[src/rtl/seg_pkg.sv]
// Shared types and constants for the 74HC595 segment shifter.
// FSM state encoding, frame size and counter widths.
package seg_pkg;

  localparam int FRAME_BITS = 64;
  localparam int BIT_CNT_W  = 6;
  localparam int DIV_W      = 8;

  typedef enum logic [1:0] {
    IDLE,
    SHIFT_LO,
    SHIFT_HI,
    LATCH
  } seg_state_t;

endpackage

[src/rtl/seg_tick_gen.sv]
// Phase divider: one-cycle tick every CLK_DIV clocks.
// Restarts from zero whenever i_clr is high.
module seg_tick_gen
  import seg_pkg::*;
#(
  parameter int CLK_DIV = 2
) (
  input  logic clk,
  input  logic rst,
  input  logic i_clr,
  output logic o_tick
);

  localparam logic [DIV_W-1:0] LAST = DIV_W'(CLK_DIV - 1);

  logic [DIV_W-1:0] r_cnt;

  assign o_tick = (r_cnt == LAST);

  // Count up, wrap on the terminal count, restart on clear
  always_ff @(posedge clk) begin
    if (rst || i_clr) begin
      r_cnt <= '0;
    end else if (o_tick) begin
      r_cnt <= '0;
    end else begin
      r_cnt <= r_cnt + 1'b1;
    end
  end

endmodule

[src/rtl/seg_shift_out.sv]
// Serialises a 64-bit segment frame into a 74HC595 chain, MSB first.
// Define SEG_AUTO_REFRESH_EN to also send a frame whenever seg_txt changes.
module seg_shift_out
  import seg_pkg::*;
#(
  parameter int CLK_DIV    = 2,
  parameter int FRAME_BITS = seg_pkg::FRAME_BITS
) (
  input  logic                  clk,
  input  logic                  rst,
  input  logic                  start,
  input  logic [FRAME_BITS-1:0] seg_txt,
  output logic                  seg_clk,
  output logic                  seg_sout,
  output logic                  seg_pen,
  output logic                  seg_clrn,
  output logic                  busy,
  output logic                  done
);

  localparam logic [BIT_CNT_W-1:0] LAST_BIT =
    BIT_CNT_W'(FRAME_BITS - 1);

  seg_state_t              r_state;
  logic [FRAME_BITS-1:0]   r_shreg;
  logic [BIT_CNT_W-1:0]    r_bit_cnt;
  logic                    r_clk;
  logic                    r_sout;
  logic                    r_pen;
  logic                    r_busy;
  logic                    r_done;
  logic                    w_tick;
  logic                    w_go;
  logic                    w_clr;

  // Divider is held at zero in IDLE so every busy state starts fresh
  assign w_clr = (r_state == IDLE);

  seg_tick_gen #(
    .CLK_DIV (CLK_DIV)
  ) u_tick (
    .clk    (clk),
    .rst    (rst),
    .i_clr  (w_clr),
    .o_tick (w_tick)
  );

`ifdef SEG_AUTO_REFRESH_EN
  logic [FRAME_BITS-1:0] r_last;

  assign w_go = start || (seg_txt != r_last);

  // Remember the frame most recently sent, to detect changes
  always_ff @(posedge clk) begin
    if (rst) begin
      r_last <= '0;
    end else if (r_state == IDLE && w_go) begin
      r_last <= seg_txt;
    end
  end
`else
  assign w_go = start;
`endif

  // Frame sequencer with registered chain outputs
  always_ff @(posedge clk) begin
    if (rst) begin
      r_state   <= IDLE;
      r_shreg   <= '0;
      r_bit_cnt <= '0;
      r_clk     <= 1'b0;
      r_sout    <= 1'b0;
      r_pen     <= 1'b0;
      r_busy    <= 1'b0;
      r_done    <= 1'b0;
    end else begin
      r_done <= 1'b0;
      unique case (r_state)
        IDLE: begin
          r_clk  <= 1'b0;
          r_pen  <= 1'b0;
          r_sout <= 1'b0;
          r_busy <= 1'b0;
          if (w_go) begin
            r_shreg   <= seg_txt;
            r_bit_cnt <= '0;
            r_sout    <= seg_txt[FRAME_BITS-1];
            r_busy    <= 1'b1;
            r_state   <= SHIFT_LO;
          end
        end
        SHIFT_LO: begin
          if (w_tick) begin
            r_clk   <= 1'b1;
            r_state <= SHIFT_HI;
          end
        end
        SHIFT_HI: begin
          if (w_tick) begin
            r_shreg   <= {r_shreg[FRAME_BITS-2:0], 1'b0};
            r_bit_cnt <= r_bit_cnt + 1'b1;
            r_clk     <= 1'b0;
            if (r_bit_cnt != LAST_BIT) begin
              r_sout  <= r_shreg[FRAME_BITS-2];
              r_state <= SHIFT_LO;
            end else begin
              r_pen   <= 1'b1;
              r_state <= LATCH;
            end
          end
        end
        LATCH: begin
          if (w_tick) begin
            r_pen   <= 1'b0;
            r_busy  <= 1'b0;
            r_sout  <= 1'b0;
            r_done  <= 1'b1;
            r_state <= IDLE;
          end
        end
        default: r_state <= IDLE;
      endcase
    end
  end

  assign seg_clk  = r_clk;
  assign seg_sout = r_sout;
  assign seg_pen  = r_pen;
  assign busy     = r_busy;
  assign done     = r_done;
  assign seg_clrn = ~rst;

endmodule

[config.mk]
export PLATFORM = sky130hd
export DESIGN_NAME = seg_shift_out
export DESIGN_NICKNAME = d
export VERILOG_FILES = /design/src/rtl/seg_pkg.sv /design/src/rtl/seg_tick_gen.sv /design/src/rtl/seg_shift_out.sv
export SDC_FILE = /design/constraint.sdc
export NUM_CORES = 1
export LEC_CHECK = 0
export BUFFER_PORTS_ARGS = -buffer_cell sky130_fd_sc_hd__buf_4
export CAP_MARGIN = 20
export CORE_ASPECT_RATIO = 0.6
export CORE_UTILIZATION = 55
export DETAILED_ROUTE_END_ITERATION = 8
export PLACE_DENSITY = 0.75
export SETUP_SLACK_MARGIN = 0.05
export SYNTH_ARGS = -nofsm -noshare
export SYNTH_HDL_FRONTEND = slang
export SYNTH_HIERARCHICAL = 1
export SYNTH_SLANG_ARGS = --single-unit
export TNS_END_PERCENT = 5
[constraint.sdc]
create_clock -name clk -period 3.21 [get_ports clk]
set_clock_uncertainty 0.05 [all_clocks]
set_input_delay 0.4815 -clock clk [delete_from_list [all_inputs] [get_ports clk]]
set_output_delay 0.4815 -clock clk [all_outputs]
set_load 0.05 [all_outputs]
==> results by group, run 1 <==
Run status
  • Outcome: finished with violations
  • Failing checks: DRC

Die
  • Core region area: 6790 sq um
  • # IOs: 73
  • Core Rows: 23
  • Die area: 7490 sq um
  • Initial Util: 57.8%
  • Die width: ~110 um
  • Die Ht: about 67 um

Place
  • Hpwl dp: 5.31 mm
  • I/O Buffers: 72
  • Placer Congestion: ~0.85
  • Worst slack at placement: about 520 ps

Timing
  • Setup violators final: 0
  • Achievable frequency: approximately 0.37 GHz
  • Worst setup margin: 502 ps
  • Hold Violations, Final: 0
  • Fin crit period: approximately 2700 ps
  • Worst Tran Pin Value: around 820 ps
  • Fin crit share: between 80% and 90%
  • Setup TNS Final: 0 ps
  • RSZ-0062 raised after global routing: no
  • Final max-slew violation count: 0
  • Slew HR: 45.4%

Pwr
  • Int Power: slightly below 3 mW
  • Clock power frac: 21.4%
  • Leak pwr: roughly 1.8 nW
  • Power density over the cells: ~980 nW/um^2
  • Flop pwr share: 37.6%
  • P_sw: roughly 1.8 mW
  • Combinational share of power: about two fifths
  • Worst vdd ir: just under 0.6 mV
  • Sw frac: between 30 and 40%

Worst setup path
  • Worst Setup Path Type: flip-flop to flip-flop
  • Worst endpoint data arrival time: between 2000 and 3000 ps
  • Highest net fanout along the worst path: between 60 and 70
  • Worst EP required: 3380 ps
  • Largest stage delay, worst path: around 480 ps
  • Crit path max-delay family: simple AND/OR/NAND/NOR gates
  • Crit end category: flip-flop
  • Critical-path top delay cell: or4b_4
  • Crit path buf inv count: 2
  • Worst Setup Start Kind: flip-flop
  • CP cell instances: ha_1 -> or4b_4 -> nor4_1 -> buf_4 -> nor2b_4 -> nor3_4 -> buf_12 -> nand4_1 -> mux2_1

Clocking
  • CTS tree: done
  • CTS Sinks: 84
  • Post-CTS Setup Inserts: 0
  • Htree depth: 3
  • Cts bufs inserted: 9
  • Root buffer cell: clkbuf_16
  • Hold buffers post-CTS: 0
  • CTS max path bufs: 2
  • Clk slew on worst S/H paths: around 60 ps
  • PostCTS Resize Cnt: 0
  • Clk Latency, worst-skew pair: between 300 and 400 ps

Drt
  • WL per Instance: around 15 um
  • Routed vias: between 3000 and 4000
  • DR iter-0 viols: ~240
  • Drt pass-1 iters: 7
  • Number of antenna-violating nets in the routed design: 0
  • Final WL: between 8 and 9 mm
  • DR vias/cell: approximately 5.5
  • DRC violations left: 8

Yosys
  • Dominant cell type by area after synthesis: dfxtp_1
  • YS warnings: 6
  • Post-Synthesis Cells: 405
  • Top cells by area, synth: dfxtp_1 43%, mux2i_1 16%, a211oi_1 10%
  • Sequential cell area fraction in the yosys report: about 43%
  • Top cell type's share of synthesized area: 42.9%
  • Post-Syn Nets: ~480
  • Number of synthesized register bits: 84
  • Synth cell types: 40
  • Syn avg cell area: between 9 and 10 sq um
  • Synth Cell Area: a little under 4000 sq um

GRT
  • Initial antenna violation count: 0
  • Met3 Usage GRT: under 10%
  • Grt peak-use layer: met1
  • GRT overflow: 0
  • Largest net degree at the start of global routing: a little over 70
  • Grt met1 use: approximately a third
  • M2 GR Usage: 32.5%
  • Global Route Usage Sum: between 20% and 30%
  • First-pass GRT wire length: around 13 mm
  • Vias in the first global route: ~2600

Layout
  • Layout area overhead: 21.4%
  • Ant diodes: 0
  • Commonest non-fill, non-tap cell in the layout: dfxtp_1
  • Final #Nets: 540
  • Commonest non-fill, non-tap cells in the layout: 84 x dfxtp_1, 77 x nor2_1, 76 x buf_4
  • # fillers: 543
  • Share of cells above drive strength 1: 23.2%
  • Area of the multi-input gates: roughly 2000 sq um
  • Register area: around 1700 sq um

Hold path
  • Hold WC Path Type: primary input to flip-flop

Flow run
  • Max Cap Viol: 0
synth_stat cells (all sizes together):
master	count
dfxtp	84
o311a	1
nor2b	3
or4b	1
nor4b	1
nand3b	1
mux2i	62
buf	23
and3	1
clkbuf	7
nand3	9
or3	5
nor2	78
nor3	4
ha	9
xor2	2
mux2	1
nor4	3
o21a	1
o21bai	1
o21ai	7
a21oi	10
a211oi	63
nand2	8
nor4bb	1
o221ai	1
a31o	1
inv	7
nand4	2
nand2b	2
o41ai	1
xnor2	5
power groups by stage:
stage	Sequential, mW	Combinational (mW)	Clock (mW)
2_1_floorplan	1.72	1.61	0
3_3_place_gp	1.74	1.82	0
3_5_place_dp	1.77	1.89	0
4_1_cts	1.75	1.91	1.02
5_1_grt	1.80	2.13	1.07
6_report	1.75	1.90	0.995
worst register-to-register path, stage by stage (launching register included):
cell and delay [ps]:
dfxtp_1 410, ha_1 180, or4b_4 480, nor4_1 190, buf_4 200, nor2b_4 70, nor3_4 230, buf_12 320
nand4_1 160, mux2_1 320
metrics by stage:
step | instances | hold slack, ps | power, mW | cell area [sq um] | util (%)
after floorplan | 405 | 382 | 3.33 | 3920 | -
after global placement | 540 | 394 | 3.56 | 4480 | 65.9
after detailed placement | 540 | 407 | 3.65 | 4480 | 65.9
after CTS | 556 | 373 | 4.67 | 4760 | 70.1
after global routing | 556 | 397 | 4.99 | 4760 | 70.1
final | 556 | 388 | 4.64 | 4760 | 70.1
flip-flops by register name (all words and copies together) (netlist names):
name	count
seg_clk	1
r_bit_cnt	6
r_state	2
busy	1
u_tick/r_cnt	8
r_shreg	63
done	1
seg_pen	1
seg_sout	1
cell type report:
type | count | share of cell area, %
Clock buffer | 12 | 4.97
Clock inverter | 4 | 1.05
Inverter | 7 | 0.552
Multi-Input combinational cell | 284 | 43.0
Sequential cell | 84 | 35.3
Tap cell | 87 | 2.29
Timing Repair Buffer | 78 | 12.8
path summary, 6_finish.rpt:
check	end	depth (start not counted)	slack [ps]	start
setup / recovery	r_bit_cnt[5]$_SDFFE_PP0P_	9	500	u_tick/r_cnt[0]$_SDFF_PP0_
hold / removal	r_shreg[0]$_SDFFE_PP0P_	3	390	seg_txt[0]
setup reg to reg	r_bit_cnt[5]$_SDFFE_PP0P_	9	500	u_tick/r_cnt[0]$_SDFF_PP0_
hold reg to reg	r_shreg[0]$_SDFFE_PP0P_	2	420	r_shreg[0]$_SDFFE_PP0P_
metal layers:
layer  up-vias  part of all wire (%)
met3         2                   4.7
met5         -                     0
met1      1396                    51
met4         0                  0.34
met2        72                    44
li1       1581                     -
cell families after synthesis:
| logic type | synth area share [%] |
|---|---|
| DFF | 42.9 |
| adders and majority gates | 2.87 |
| and+or+nand+nor | 13.9 |
| buffers and inverters | 5.42 |
| AOI/OAI and AO/OA | 17.3 |
| xor gates and xnor gates | 1.56 |
| muxes | 16.1 |
No activity file was read; power rests on OpenSTA's default activity.
==> run 2: changes to the inputs <==
==> constraint.sdc (replaced) <==
create_clock -name clk -period 2.7 [get_ports clk]
set_clock_uncertainty 0.05 [all_clocks]
set_input_delay 0.405 -clock clk [delete_from_list [all_inputs] [get_ports clk]]
set_output_delay 0.405 -clock clk [all_outputs]
set_load 0.05 [all_outputs]
==> results by group, run 2 (synthesis results as in run 1) <==
Pwr
  • Power density over the cells: 1170 nW/um^2 (was 975 nW/um^2)
  • Worst vdd ir: 0.623 mV (was 0.579 mV)
  • Leak pwr: 1.79 nW (was 1.77 nW)

Timing
  • Setup TNS Final: 0 ps (unchanged)
  • RSZ-0062 raised after global routing: no (unchanged)
  • Worst setup margin: 231 ps (was 502 ps)
  • Fin crit period: 2470 ps (was 2710 ps)
  • Worst Tran Pin Value: 601 ps (was 819 ps)
  • Final max-slew violation count: 0 (unchanged)
  • Fin crit share: 91.4% (was 84.4%)
  • Slew HR: 59.9% (was 45.4%)
  • Hold Violations, Final: 0 (unchanged)
  • Setup violators final: 0 (unchanged)
  • Achievable frequency: 0.405 GHz (was 0.369 GHz)
  • Hold WS: 328 ps (was 388 ps)

Place
  • I/O Buffers: 72 (unchanged)
  • Dpl cell area: 4490 sq um (was 4480 sq um)
  • Hpwl dp: 5.44 mm (was 5.31 mm)
  • Worst slack at placement: 148 ps (was 516 ps)
  • Placer Congestion: 0.859 (was 0.854)

Layout
  • Share of cells above drive strength 1: 23.7% (was 23.2%)
  • Largest register FFs: 63 (unchanged)
  • Final Cell Area: 4790 sq um (was 4760 sq um)
  • Commonest non-fill, non-tap cell in the layout: dfxtp_1 (unchanged)
  • Layout area overhead: 22.1% (was 21.4%)
  • Core Util, Final: 70.5% (was 70.1%)
  • Ant diodes: 0 (unchanged)
  • Top Registers: r_shreg: 63 flops, u_tick/r_cnt: 8 flops, r_bit_cnt: 6 flops (unchanged)
  • Commonest non-fill, non-tap cells in the layout: 84 x dfxtp_1, 77 x nor2_1, 77 x buf_4 (was 84 x dfxtp_1, 77 x nor2_1, 76 x buf_4)
  • Largest Register: r_shreg (unchanged)
  • Final #Nets: 542 (was 540)

Die
  • Core Rows: 23 (unchanged)
  • Core region area: 6790 sq um (unchanged)
  • # IOs: 73 (unchanged)
  • Initial Util: 57.8% (unchanged)
  • Die Ht: 67.4 um (unchanged)
  • Die area: 7490 sq um (unchanged)
  • Die width: 111 um (unchanged)

Hold path
  • Hold WC Path Type: primary input to flip-flop (unchanged)
  • Hold Path Depth: 3 (unchanged)

Drt
  • Number of antenna-violating nets in the routed design: 0 (unchanged)
  • DRC violations left: 8 (unchanged)
  • Routed vias: 3112 (was 3051)
  • WL per Instance: 15.3 um (was 14.6 um)
  • Drt pass-1 iters: 7 (unchanged)
  • Final WL: 8.53 mm (was 8.13 mm)
  • DR vias/cell: 5.60 (was 5.49)
  • DR iter-0 viols: 194 (was 243)

GRT
  • Global Route Usage Sum: 23.5% (was 22.8%)
  • Vias in the first global route: 2842 (was 2640)
  • First-pass GRT wire length: 13.5 mm (was 13.2 mm)
  • Largest net degree at the start of global routing: 51 (was 72)
  • GRT overflow: 0 (unchanged)
  • Initial antenna violation count: 0 (unchanged)

Worst setup path
  • Crit end category: flip-flop (unchanged)
  • Worst endpoint data arrival time: 2640 ps (was 2880 ps)
  • Worst EP required: 2870 ps (was 3380 ps)
  • Worst Setup Path Type: flip-flop to flip-flop (unchanged)
  • Highest net fanout along the worst path: 6 (was 68)
  • Worst reg2reg path depth: 8 (was 9)
  • Worst Setup Start Kind: flip-flop (unchanged)

Clocking
  • Cts bufs inserted: 9 (unchanged)
  • Clk Latency, worst-skew pair: 330 ps (about the same)
  • Htree depth: 3 (unchanged)
  • Post-CTS Setup Inserts: 0 (unchanged)
  • CTS Sinks: 84 (unchanged)
  • Clk slew on worst S/H paths: 60 ps (about the same)
  • CTS max path bufs: 2 (unchanged)
  • Hold buffers post-CTS: 0 (unchanged)
  • CTS tree: done (unchanged)
  • Root buffer cell: clkbuf_16 (unchanged)

Run status
  • Outcome: finished with violations (unchanged)
  • Failing checks: DRC (unchanged)

Flow run
  • Max Cap Viol: 0 (unchanged)
[run 2: layout make-up]
| cell class | count | area (sq um) |
|---|---|---|
| well taps | 87 | 109 |
| flip-flops and latches | 84 | 1680 |
| repair buffers | 80 | 651 |
| clock buffers | 12 | 246 |
| multi-input cells | 284 | 2060 |
| inverters | 7 | 26.3 |
| clock inverters | 2 | 12.5 |
| fillers | 527 | 2000 |
[run 2: worst paths after layout]
check,start,to,slack (ps)
max,u_tick/r_cnt[0]$_SDFF_PP0_,r_bit_cnt[5]$_SDFFE_PP0P_,230
min reg2reg,r_shreg[0]$_SDFFE_PP0P_,r_shreg[0]$_SDFFE_PP0P_,420
min,seg_txt[0],r_shreg[0]$_SDFFE_PP0P_,330
max reg2reg,u_tick/r_cnt[0]$_SDFF_PP0_,r_bit_cnt[5]$_SDFFE_PP0P_,230
[run 2: what timing repair did]
item	4_1_cts	5_1_grt
setup endpoints to repair	1	12
pin swaps	0	0
resized for setup	0	1
gates cloned	1	0
[run 2: through the flow]
step | power [mW] | instances
2_1_floorplan | 3.96 | 405
3_3_place_gp | 4.27 | 541
3_5_place_dp | 4.37 | 541
4_1_cts | 5.62 | 556
5_1_grt | 5.99 | 556
6_report | 5.61 | 556
[run 2: worst max-delay path, cell delays in order (launching register included)]
cell and delay, ps:
dfxtp_1 430, ha_1 180, or4b_4 490, nor4_4 240, nor2b_4 110, nor3_4 220
buf_4 190, nand4_1 120, mux2_1 330
[run 2: routing by layer]
layer,wire length (um),track usage (%),part of all wire (%)
met4,89,5.41,1.0
met1,4380,32.5,51
met5,0,0,0
met3,416,9.07,4.9
met2,3640,34.4,43
[run 2: where the power goes]
part | leakage, nW | internal (mW) | total, mW | switching, mW
clock | 0.125 | 0.636 | 1.10 | 0.462
combinational | 0.975 | 1.06 | 2.44 | 1.38
sequential | 0.694 | 1.78 | 2.07 | 0.295
total | 1.79 | 3.47 | 5.61 | 2.14
==> run 3: changes to the inputs <==
--- a/config.mk
+++ b/config.mk
@@ -10,7 +10,7 @@
 export CORE_ASPECT_RATIO = 0.6
 export CORE_UTILIZATION = 55
 export DETAILED_ROUTE_END_ITERATION = 8
-export PLACE_DENSITY = 0.75
+export PLACE_DENSITY_LB_ADDON = 0.25
 export SETUP_SLACK_MARGIN = 0.05
 export SYNTH_ARGS = -nofsm -noshare
 export SYNTH_HDL_FRONTEND = slang
==> results by group, run 3 (synthesis results as in run 1) <==
Run status
  • Outcome: finished with violations (unchanged)
  • Failing checks: DRC (unchanged)

Clocking
  • Cts bufs inserted: 9 (unchanged)
  • Clk Latency, worst-skew pair: 340 ps (was 330 ps)
  • CTS max path bufs: 2 (unchanged)
  • Htree depth: 3 (unchanged)
  • CTS Sinks: 84 (unchanged)
  • Root buffer cell: clkbuf_16 (unchanged)
  • Clk slew on worst S/H paths: 60 ps (about the same)
  • CTS tree: done (unchanged)

Flow run
  • Max Cap Viol: 0 (unchanged)

Worst setup path
  • Worst EP required: 2880 ps (was 2870 ps)
  • Crit path buf inv count: 2 (was 1)
  • Largest stage delay, worst path: 500 ps (was 490 ps)
  • Crit end category: flip-flop (unchanged)
  • Number of gates on the worst path with buffers counted: 9 (was 8)
  • Worst R2R End: r_shreg[9]$_SDFFE_PP0P_ (was r_bit_cnt[5]$_SDFFE_PP0P_)
  • Worst Setup Path Type: flip-flop to flip-flop (unchanged)
  • Worst reg2reg setup slack: 250 ps (was 230 ps)
  • CP cell instances: ha_1 -> or4b_4 -> nor4_4 -> nor2b_4 -> nor3_4 -> buf_4 -> buf_4 -> nor2_1 -> a211oi_1 (was ha_1 -> or4b_4 -> nor4_4 -> nor2b_4 -> nor3_4 -> buf_4 -> nand4_1 -> mux2_1)
  • Worst endpoint data arrival time: 2630 ps (was 2640 ps)
  • Worst reg2reg path depth: 9 (was 8)
  • Worst Setup Start Kind: flip-flop (unchanged)
  • Crit path top cell by count: buf_4
  • Critical-path top delay cell: or4b_4 (unchanged)
  • Reg2reg start: u_tick/r_cnt[0]$_SDFF_PP0_ (unchanged)
  • Crit path max-delay family: simple AND/OR/NAND/NOR gates (unchanged)
  • Highest net fanout along the worst path: 15 (was 6)

Layout
  • Core Util, Final: 71.4% (was 70.5%)
  • Share of cells above drive strength 1: 24.7% (was 23.7%)
  • Top Registers: r_shreg: 63 flops, u_tick/r_cnt: 8 flops, r_bit_cnt: 6 flops (unchanged)
  • Largest register FFs: 63 (unchanged)
  • Final #Nets: 545 (was 542)
  • Finished Layout Cells: 561 (was 556)
  • Largest Register: r_shreg (unchanged)
  • Layout area overhead: 23.6% (was 22.1%)
  • Ant diodes: 0 (unchanged)
  • Commonest non-fill, non-tap cell in the layout: dfxtp_1 (unchanged)
  • Commonest non-fill, non-tap cells in the layout: 84 x dfxtp_1, 80 x buf_4, 77 x nor2_1 (was 84 x dfxtp_1, 77 x nor2_1, 77 x buf_4)

Place
  • Placed insts: 543 (was 541)
  • Hpwl dp: 5.54 mm (was 5.44 mm)
  • Worst slack at placement: 105 ps (was 148 ps)
  • Placer Congestion: 0.899 (was 0.859)
  • I/O Buffers: 72 (unchanged)

Hold path
  • Hold Path Depth: 3 (unchanged)
  • Hold WC Path Type: primary input to flip-flop (unchanged)
  • WHS Endpoint: r_shreg[0]$_SDFFE_PP0P_ (unchanged)
  • Hold path start: seg_txt[0] (unchanged)

Timing
  • Setup TNS Final: 0 ps (unchanged)
  • Hold Violations, Final: 0 (unchanged)
  • Fin crit period: 2450 ps (was 2470 ps)
  • Fin crit share: 90.7% (was 91.4%)
  • Slew HR: 65.4% (was 59.9%)
  • Final max-slew violation count: 0 (unchanged)
  • Achievable frequency: 0.409 GHz (was 0.405 GHz)
  • Setup violators final: 0 (unchanged)
  • RSZ-0062 raised after global routing: no (unchanged)
  • Worst Tran Pin Value: 516 ps (was 601 ps)
  • Worst setup margin: 252 ps (was 231 ps)

Drt
  • Drt pass-1 iters: 6 (was 7)
  • Number of antenna-violating nets in the routed design: 0 (unchanged)
  • WL per Instance: 14.8 um (was 15.3 um)
  • DRC violations left: 6 (was 8)
  • Final WL: 8.29 mm (was 8.53 mm)
  • Routed vias: 3041 (was 3112)
  • DR vias/cell: 5.42 (was 5.60)
  • DR iter-0 viols: 214 (was 194)

Die
  • Initial Util: 57.8% (unchanged)
  • # IOs: 73 (unchanged)
  • Die Ht: 67.4 um (unchanged)
  • Core region area: 6790 sq um (unchanged)
  • Core Rows: 23 (unchanged)
  • Die area: 7490 sq um (unchanged)
  • Die width: 111 um (unchanged)

GRT
  • Largest net degree at the start of global routing: 45 (was 51)
  • GRT overflow: 0 (unchanged)
  • Global Route Usage Sum: 23.6% (was 23.5%)
  • Vias in the first global route: 2871 (was 2842)
  • First-pass GRT wire length: 13.6 mm (was 13.5 mm)
  • Initial antenna violation count: 0 (unchanged)

Pwr
  • Leak pwr: 1.83 nW (was 1.79 nW)
  • Power, Total: 5.74 mW (was 5.61 mW)
  • Worst vdd ir: 0.539 mV (was 0.623 mV)
  • Power density over the cells: 1180 nW/um^2 (was 1170 nW/um^2)
run 3: tightest hold or removal path: cells and delay by family:
family	cells	cell delay (ps)
buffers and inverters	1	110
and+or+nand+nor	1	70
AOI/OAI and AO/OA	1	60
run 3: worst max-delay path by stage:
| stage | startpoint | to |
|---|---|---|
| floorplan | u_tick/r_cnt[0]$_SDFF_PP0_ | r_bit_cnt[5]$_SDFFE_PP0P_ |
| global placement | u_tick/r_cnt[0]$_SDFF_PP0_ | r_shreg[46]$_SDFFE_PP0P_ |
| detailed placement | u_tick/r_cnt[0]$_SDFF_PP0_ | r_shreg[62]$_SDFFE_PP0P_ |
| CTS | u_tick/r_cnt[0]$_SDFF_PP0_ | r_shreg[62]$_SDFFE_PP0P_ |
| global route | u_tick/r_cnt[0]$_SDFF_PP0_ | r_shreg[9]$_SDFFE_PP0P_ |
| finish | u_tick/r_cnt[0]$_SDFF_PP0_ | r_shreg[9]$_SDFFE_PP0P_ |
run 3: layout make-up:
cell class	instances	area, sq um
Clock buffer	11	243
Fill cell	516	1940
Tap cell	87	109
Clock inverter	5	75.1
Multi-Input combinational cell	284	2060
Sequential cell	84	1680
Timing Repair Buffer	83	652
Inverter	7	26.3
run 3: power by group:
part	internal [mW]	switching (mW)
Sequential	1.78	0.302
Clock	0.830	0.478
Combinational	1.02	1.33
Total	3.63	2.11
run 3: what timing repair did:
action,in CTS,in global routing
hold buffers,0,0
resized for setup,0,2
endpoints found under the setup margin,0,65
setup buffers,0,2
run 3: metrics by stage:
stage | hold WS [ps] | instance area, sq um
2_1_floorplan | 382 | 3930
3_3_place_gp | 402 | 4500
3_5_place_dp | 412 | 4500
4_1_cts | 305 | 4820
5_1_grt | 325 | 4850
6_report | 318 | 4850
run 3: per-layer routing:
metal / wire length [um] / vias up / track usage [%] / part of all wire, %
li1: - / 1591 / - / -
met1: 4180 / 1372 / 31.4 / 50
met2: 3640 / 72 / 36.0 / 44
met3: 385 / 6 / 7.54 / 4.6
met4: 91 / 0 / 9.12 / 1.1
met5: 0 / - / 0 / 0
